--- src/rtl/uart_tx_frame_ctrl.sv ---
// UART transmit frame controller: sequences start, serializer data, optional parity
// and stop bits onto the TX line, and gates the external serializer.
module uart_tx_frame_ctrl #(
    parameter int DATA_LENGTH = 8
) (
    input  logic                   CLK,
    input  logic                   RST,
    input  logic [DATA_LENGTH-1:0] P_DATA,
    input  logic                   Data_valid,
    input  logic                   PAR_EN,
    input  logic                   PAR_TYP,
    input  logic                   ser_data,
    input  logic                   ser_done,
    output logic                   ser_en,
    output logic                   TX_OUT,
    output logic                   busy
);

    typedef enum logic [2:0] {
        IDLE   = 3'd0,
        START  = 3'd1,
        DATA   = 3'd2,
        PARITY = 3'd3,
        STOP   = 3'd4
    } state_t;

    state_t state_r;
    state_t state_next_s;
    logic   par_bit_r;
    logic   par_en_r;
    logic   accept_s;

    // Even parity is the XOR of all bits; odd parity is its complement.
    function automatic logic parity_calc(input logic [DATA_LENGTH-1:0] data,
                                         input logic                   odd);
        parity_calc = (^data) ^ odd;
    endfunction

    // A request is taken only from IDLE or on the STOP exit edge.
    always_comb begin
        accept_s = 1'b0;
        if (Data_valid && ((state_r == IDLE) || (state_r == STOP))) begin
            accept_s = 1'b1;
        end else begin
            accept_s = 1'b0;
        end
    end

    // Next-state decode; an unreachable encoding falls back to IDLE.
    always_comb begin
        state_next_s = state_r;
        case (state_r)
            IDLE: begin
                if (accept_s) begin
                    state_next_s = START;
                end else begin
                    state_next_s = IDLE;
                end
            end
            START: begin
                state_next_s = DATA;
            end
            DATA: begin
                if (ser_done) begin
                    if (par_en_r) begin
                        state_next_s = PARITY;
                    end else begin
                        state_next_s = STOP;
                    end
                end else begin
                    state_next_s = DATA;
                end
            end
            PARITY: begin
                state_next_s = STOP;
            end
            STOP: begin
                if (accept_s) begin
                    state_next_s = START;
                end else begin
                    state_next_s = IDLE;
                end
            end
            default: begin
                state_next_s = IDLE;
            end
        endcase
    end

    // State register.
    always_ff @(posedge CLK or posedge RST) begin
        if (RST) begin
            state_r <= IDLE;
        end else begin
            state_r <= state_next_s;
        end
    end

    // Per-frame configuration captured at acceptance so mid-frame input changes are inert.
    always_ff @(posedge CLK or posedge RST) begin
        if (RST) begin
            par_bit_r <= 1'b0;
            par_en_r  <= 1'b0;
        end else if (accept_s) begin
            par_bit_r <= parity_calc(P_DATA, PAR_TYP);
            par_en_r  <= PAR_EN;
        end
    end

    // Line, enable and busy decode straight from state so reset forces them at once.
    always_comb begin
        TX_OUT = 1'b1;
        ser_en = 1'b0;
        busy   = 1'b0;
        case (state_r)
            IDLE: begin
                TX_OUT = 1'b1;
                ser_en = 1'b0;
                busy   = 1'b0;
            end
            START: begin
                TX_OUT = 1'b0;
                ser_en = 1'b0;
                busy   = 1'b1;
            end
            DATA: begin
                TX_OUT = ser_data;
                ser_en = 1'b1;
                busy   = 1'b1;
            end
            PARITY: begin
                TX_OUT = par_bit_r;
                ser_en = 1'b0;
                busy   = 1'b1;
            end
            STOP: begin
                TX_OUT = 1'b1;
                ser_en = 1'b0;
                busy   = 1'b1;
            end
            default: begin
                TX_OUT = 1'b1;
                ser_en = 1'b0;
                busy   = 1'b0;
            end
        endcase
    end

endmodule

--- config.mk ---
export PLATFORM = sky130hd
export DESIGN_NAME = uart_tx_frame_ctrl
export DESIGN_NICKNAME = d
export VERILOG_FILES = /design/src/rtl/uart_tx_frame_ctrl.sv
export SDC_FILE = /design/constraint.sdc
export NUM_CORES = 1
export LEC_CHECK = 0
export ABC_AREA = 0
export ABC_CLOCK_PERIOD_IN_PS = 1490
export CORE_AREA = 2 2 39 41
export DETAILED_ROUTE_END_ITERATION = 7
export DIE_AREA = 0 0 41 43
export GPL_TIMING_DRIVEN = 0
export RECOVER_POWER = 100
export SYNTH_ARGS = -nofsm -noshare
export SYNTH_HDL_FRONTEND = slang
export SYNTH_SLANG_ARGS = --single-unit
export TNS_END_PERCENT = 50
--- constraint.sdc ---
create_clock -name CLK -period 1.49 [get_ports CLK]
set_clock_uncertainty 0.2 [all_clocks]
set_input_delay 0.2235 -clock CLK [delete_from_list [all_inputs] [get_ports CLK]]
set_output_delay 0.2235 -clock CLK [all_outputs]
set_load 0.005 [all_outputs]
After elaboration in Yosys (flattened, before gate mapping)

Index checks and enable logic that the tools add are counted.

Multiplexer cells: 8
Equal/unequal tests: 4
Bitwise gates (word level): 1
Reduce and logical (&&, ||, !) cells: 6

Operators with widths:

| cell               | count |
|---|---|
| $pmux 3 s4         | 1 |
| $reduce_xor 8->1   | 1 |
| $eq 3x2->1 const B | 2 |
| $mux 3             | 2 |
| $mux 1             | 4 |
| $reduce_or 4->1    | 1 |
| $eq 3x1->1 const B | 1 |
| $eq 3x3->1 const B | 1 |
| $logic_not 3->1    | 1 |
| $pmux 1 s3         | 1 |
| $reduce_or 2->1    | 1 |
| $logic_and 1x1->1  | 1 |
| $logic_or 1x1->1   | 1 |
| $xor 1x1->1        | 1 |

Register bits: 5
Input port bits: 15
Output and inout bits: 3
Logic and storage cells: 22

Logic depth before layout (Yosys ltp)

Word-level depth: 6
Gate-level depth with buffers: 4
Mapped depth without buffers: 4

Worst setup path before layout

OpenSTA, ideal clock, no wires.

Path kind: in2reg
Start: input P_DATA[5]
End: register par_bit_r
Setup time: 0.122 ns
Buffers on the path: 0
Stages: 4
Data required time: 1.168 ns
Arrival: 0.968 ns
Slack: 0.200 ns
Path through: xor2_1 > xnor3_1 > xnor2_1 > o21ai_1

Longest elaborated chain between the ends: 2

Ends and longest elaborated chain:

| item                   | RTL line | RTL |
|---|---|---|
| start: declaration     | 8        | `input logic [DATA_LENGTH-1:0] P_DATA,` |
| $reduce_xor 8->1       | 36       | `parity_calc = (^data) ^ odd;` |
| $xor 1x1->1            | 36       |  |
| end signal: assignment | 105      | `par_bit_r <= parity_calc(P_DATA, PAR_TYP);` |
| end: declaration       | 29       | `logic par_bit_r;` |

No other way between the ends.
A chain may end at the register's enable or synchronous reset.

Worst setup path in the final report

Start: register state_r[0]
End: output TX_OUT

Longest elaborated chain between the ends: 2
Elaborated cells between the ends (all ways): 4
Those cells by class: 3 x eq/ne; 1 x mux

Ends and longest elaborated chain:

| item                                            | RTL line | RTL |
|---|---|---|
| start: declaration                              | 27       | `state_t state_r;` |
| start signal: assignment                        | 95       | `state_r <= state_next_s;` |
| $eq 3x2->1 / $eq 3x1->1 (equally long branches) | 115      | `case (state_r)` |
| $pmux 1 s3 (*)                                  | 115      |  |
| end: declaration                                | 15       | `output logic TX_OUT,` |

Every way passes the cells marked *; elsewhere a longest branch is shown, timed or not.

==> metrics.yaml <==
critPathMaxFanout: 4
setup_slack_ps: -120
clk_transition_reported_paths_ps: 40
cts_root_buf: "clkbuf_4"
synthMuxAreaShare: 0.0698
die_area_um2: 1760
drc: 0
synth_top_area_cell: "dfrtp_1"
final_area_um2: 604
final_cell_mix: "clkdlybuf4s50_1, xnor2_1, buf_4, inv_1, dfrtp_1"
rsz0062_at_grt: "yes"
ios: 18
synthAdderAreaFrac: 0
clk_latency_ps: 240
wl_per_cell_um: 9.34
power_density_nw_per_um2: 1520
vias_per_cell: 3.99
antenna_found_initial: 0
htreeDepth: 1
cap_violations: 0
synth_top_family_by_area: "XOR/XNOR gates"
status: "complete, but fails checks"
dp_cells: 67
port_buffers: 17
worstMarginPinSlew_ps: 203
finalHoldViolCount: 0
ys_types: 14
start_util: 0.233
setup_violations: 3
core_area_um2: 1380
yosys.area.top_type_share: 0.388
ir_drop_v: 0.000655
grt_usage: 0.111
layout_commonest_cell: "clkdlybuf4s50_1"
grt_start_max_net_pins: 6
p_leak_nw: 0.276
grt_pass1_vias: 327
wirelength_um: 738
synthesis.area_um2: 323
cts_buffer_depth: 2
antenna_cells: 0
synth_area_leaders: "dfrtp_1, xnor2_1, mux2_2"
cts_tree: "yes"
cp-end-kind: "output port"
syn_to_final_growth_pct: 87.2
avgSynthCellArea_um2: 9.49
cts_inserted_buffers: 3
nets: 79
grt_overflow: 0
fmax_mhz: 621
gp_congestion: 0.638
synth_compound_area_frac: 0.109
power_w: 0.000918
dieHeight_um: 43
worstPathRequired_ps: 1070
drt_iter0_drc: 2
finalNonFillerCells: 79
synth-simple-area-share: 0.128
drive_above_1_share: 0.270
final-max-slew-violation-count: 0
ys_warn_count: 0
startpoint_type: "flip-flop"
slew_headroom: 0.865
drtPass1Iterations: 2
fin_tns_setup_ps: -255
seq_area_frac_synth: 0.388
ys_seq_elements: 5
netlist_instances: 34
violations: "setup timing"
arrival_ps: 1190
hold_path.class: "reg2reg"
cts.sinks: 5
dpl_cell_area_um2: 513
fin_util: 0.437
critPathKind: "reg2out"
synthXorXnorAreaFrac: 0.260
period_minus_slack_ps: 1610
placementRows: 14
grt_pass1_wl_mm: 1.26
period_share: 1.08
detail-route-antenna-nets: 0
r2r_slack_ps: 120
die_w_um: 41
num_vias: 315
synth_nets: 49
hpwl_um: 522
==> power breakdown <==
group          leakage [nW]  internal (W)  switching, W
registers            0.0616      0.000200     0.0000435
clock network        0.0150      0.000101     0.0000535
logic                 0.199      0.000325      0.000194
==> layer usage <==
layer | global-route usage | wire length (um) | up-vias
li1 | - | - | 168
met1 | 0.127 | 328 | 137
met2 | 0.156 | 352 | 8
met3 | 0.0314 | 46 | 2
met4 | 0.100 | 10 | 0
met5 | 0 | 0 | -
==> logic make-up after synthesis <==
kind of cell,Yosys count
compound gates,6
mux,2
simple gates,9
xor+xnor,8
buf+inv,4
flops,5
==> repair_timing <==
item,4_1_cts,5_1_grt
hold endpoints to repair,5,0
gates resized for setup,16,0
pin swaps,4,2
setup endpoints to repair,4,4
hold buffers,1,0
setup buffers,7,0
==> state kept, by name, indices dropped and copies added (netlist names) <==
signal,flops
par_bit_r,1
par_en_r,1
state_r,3
==> worst paths after layout <==
check,from,to,cells after the start
worst min register to register,par_bit_r$_DFFE_PP0P_,par_bit_r$_DFFE_PP0P_,2
min in group asynchronous,RST,state_r[2]$_DFF_PP0_,3
worst max register to register,state_r[0]$_DFF_PP0_,par_en_r$_DFFE_PP0P_,4
max in group asynchronous,RST,state_r[0]$_DFF_PP0_,3
worst min-delay path,par_bit_r$_DFFE_PP0P_,par_bit_r$_DFFE_PP0P_,2
worst max-delay path,state_r[0]$_DFF_PP0_,TX_OUT,3
==> worst max-delay path, stage by stage, from the launching register on <==
cell and delay (ps):
dfrtp_2 410, buf_6 120, a311o_1 290, buf_2 130
==> cell usage after synthesis (all sizes together) <==
master,instances
dfrtp,5
xnor2,5
inv,4
nor2,4
a21oi,3
mux2,2
nand2,2
nand2b,2
o21ai,2
xor2,2
a311o,1
or3,1
xnor3,1
==> stage by stage <==
stage | setup slack (ps) | hold WS, ps
2_1_floorplan | 200 | -198
3_3_place_gp | -401 | 236
3_5_place_dp | -396 | 240
4_1_cts | -130 | 288
5_1_grt | -195 | 321
6_report | -120 | 286
==> final cells by class <==
cell class,instances,area (um^2)
multi-input combinational,25,185
tap,16,20.0
fill,139,779
inverter,4,15.0
clock buffer,4,26.3
timing repair buffer,25,231
sequential,5,126
(Power assumes the default switching activity.)
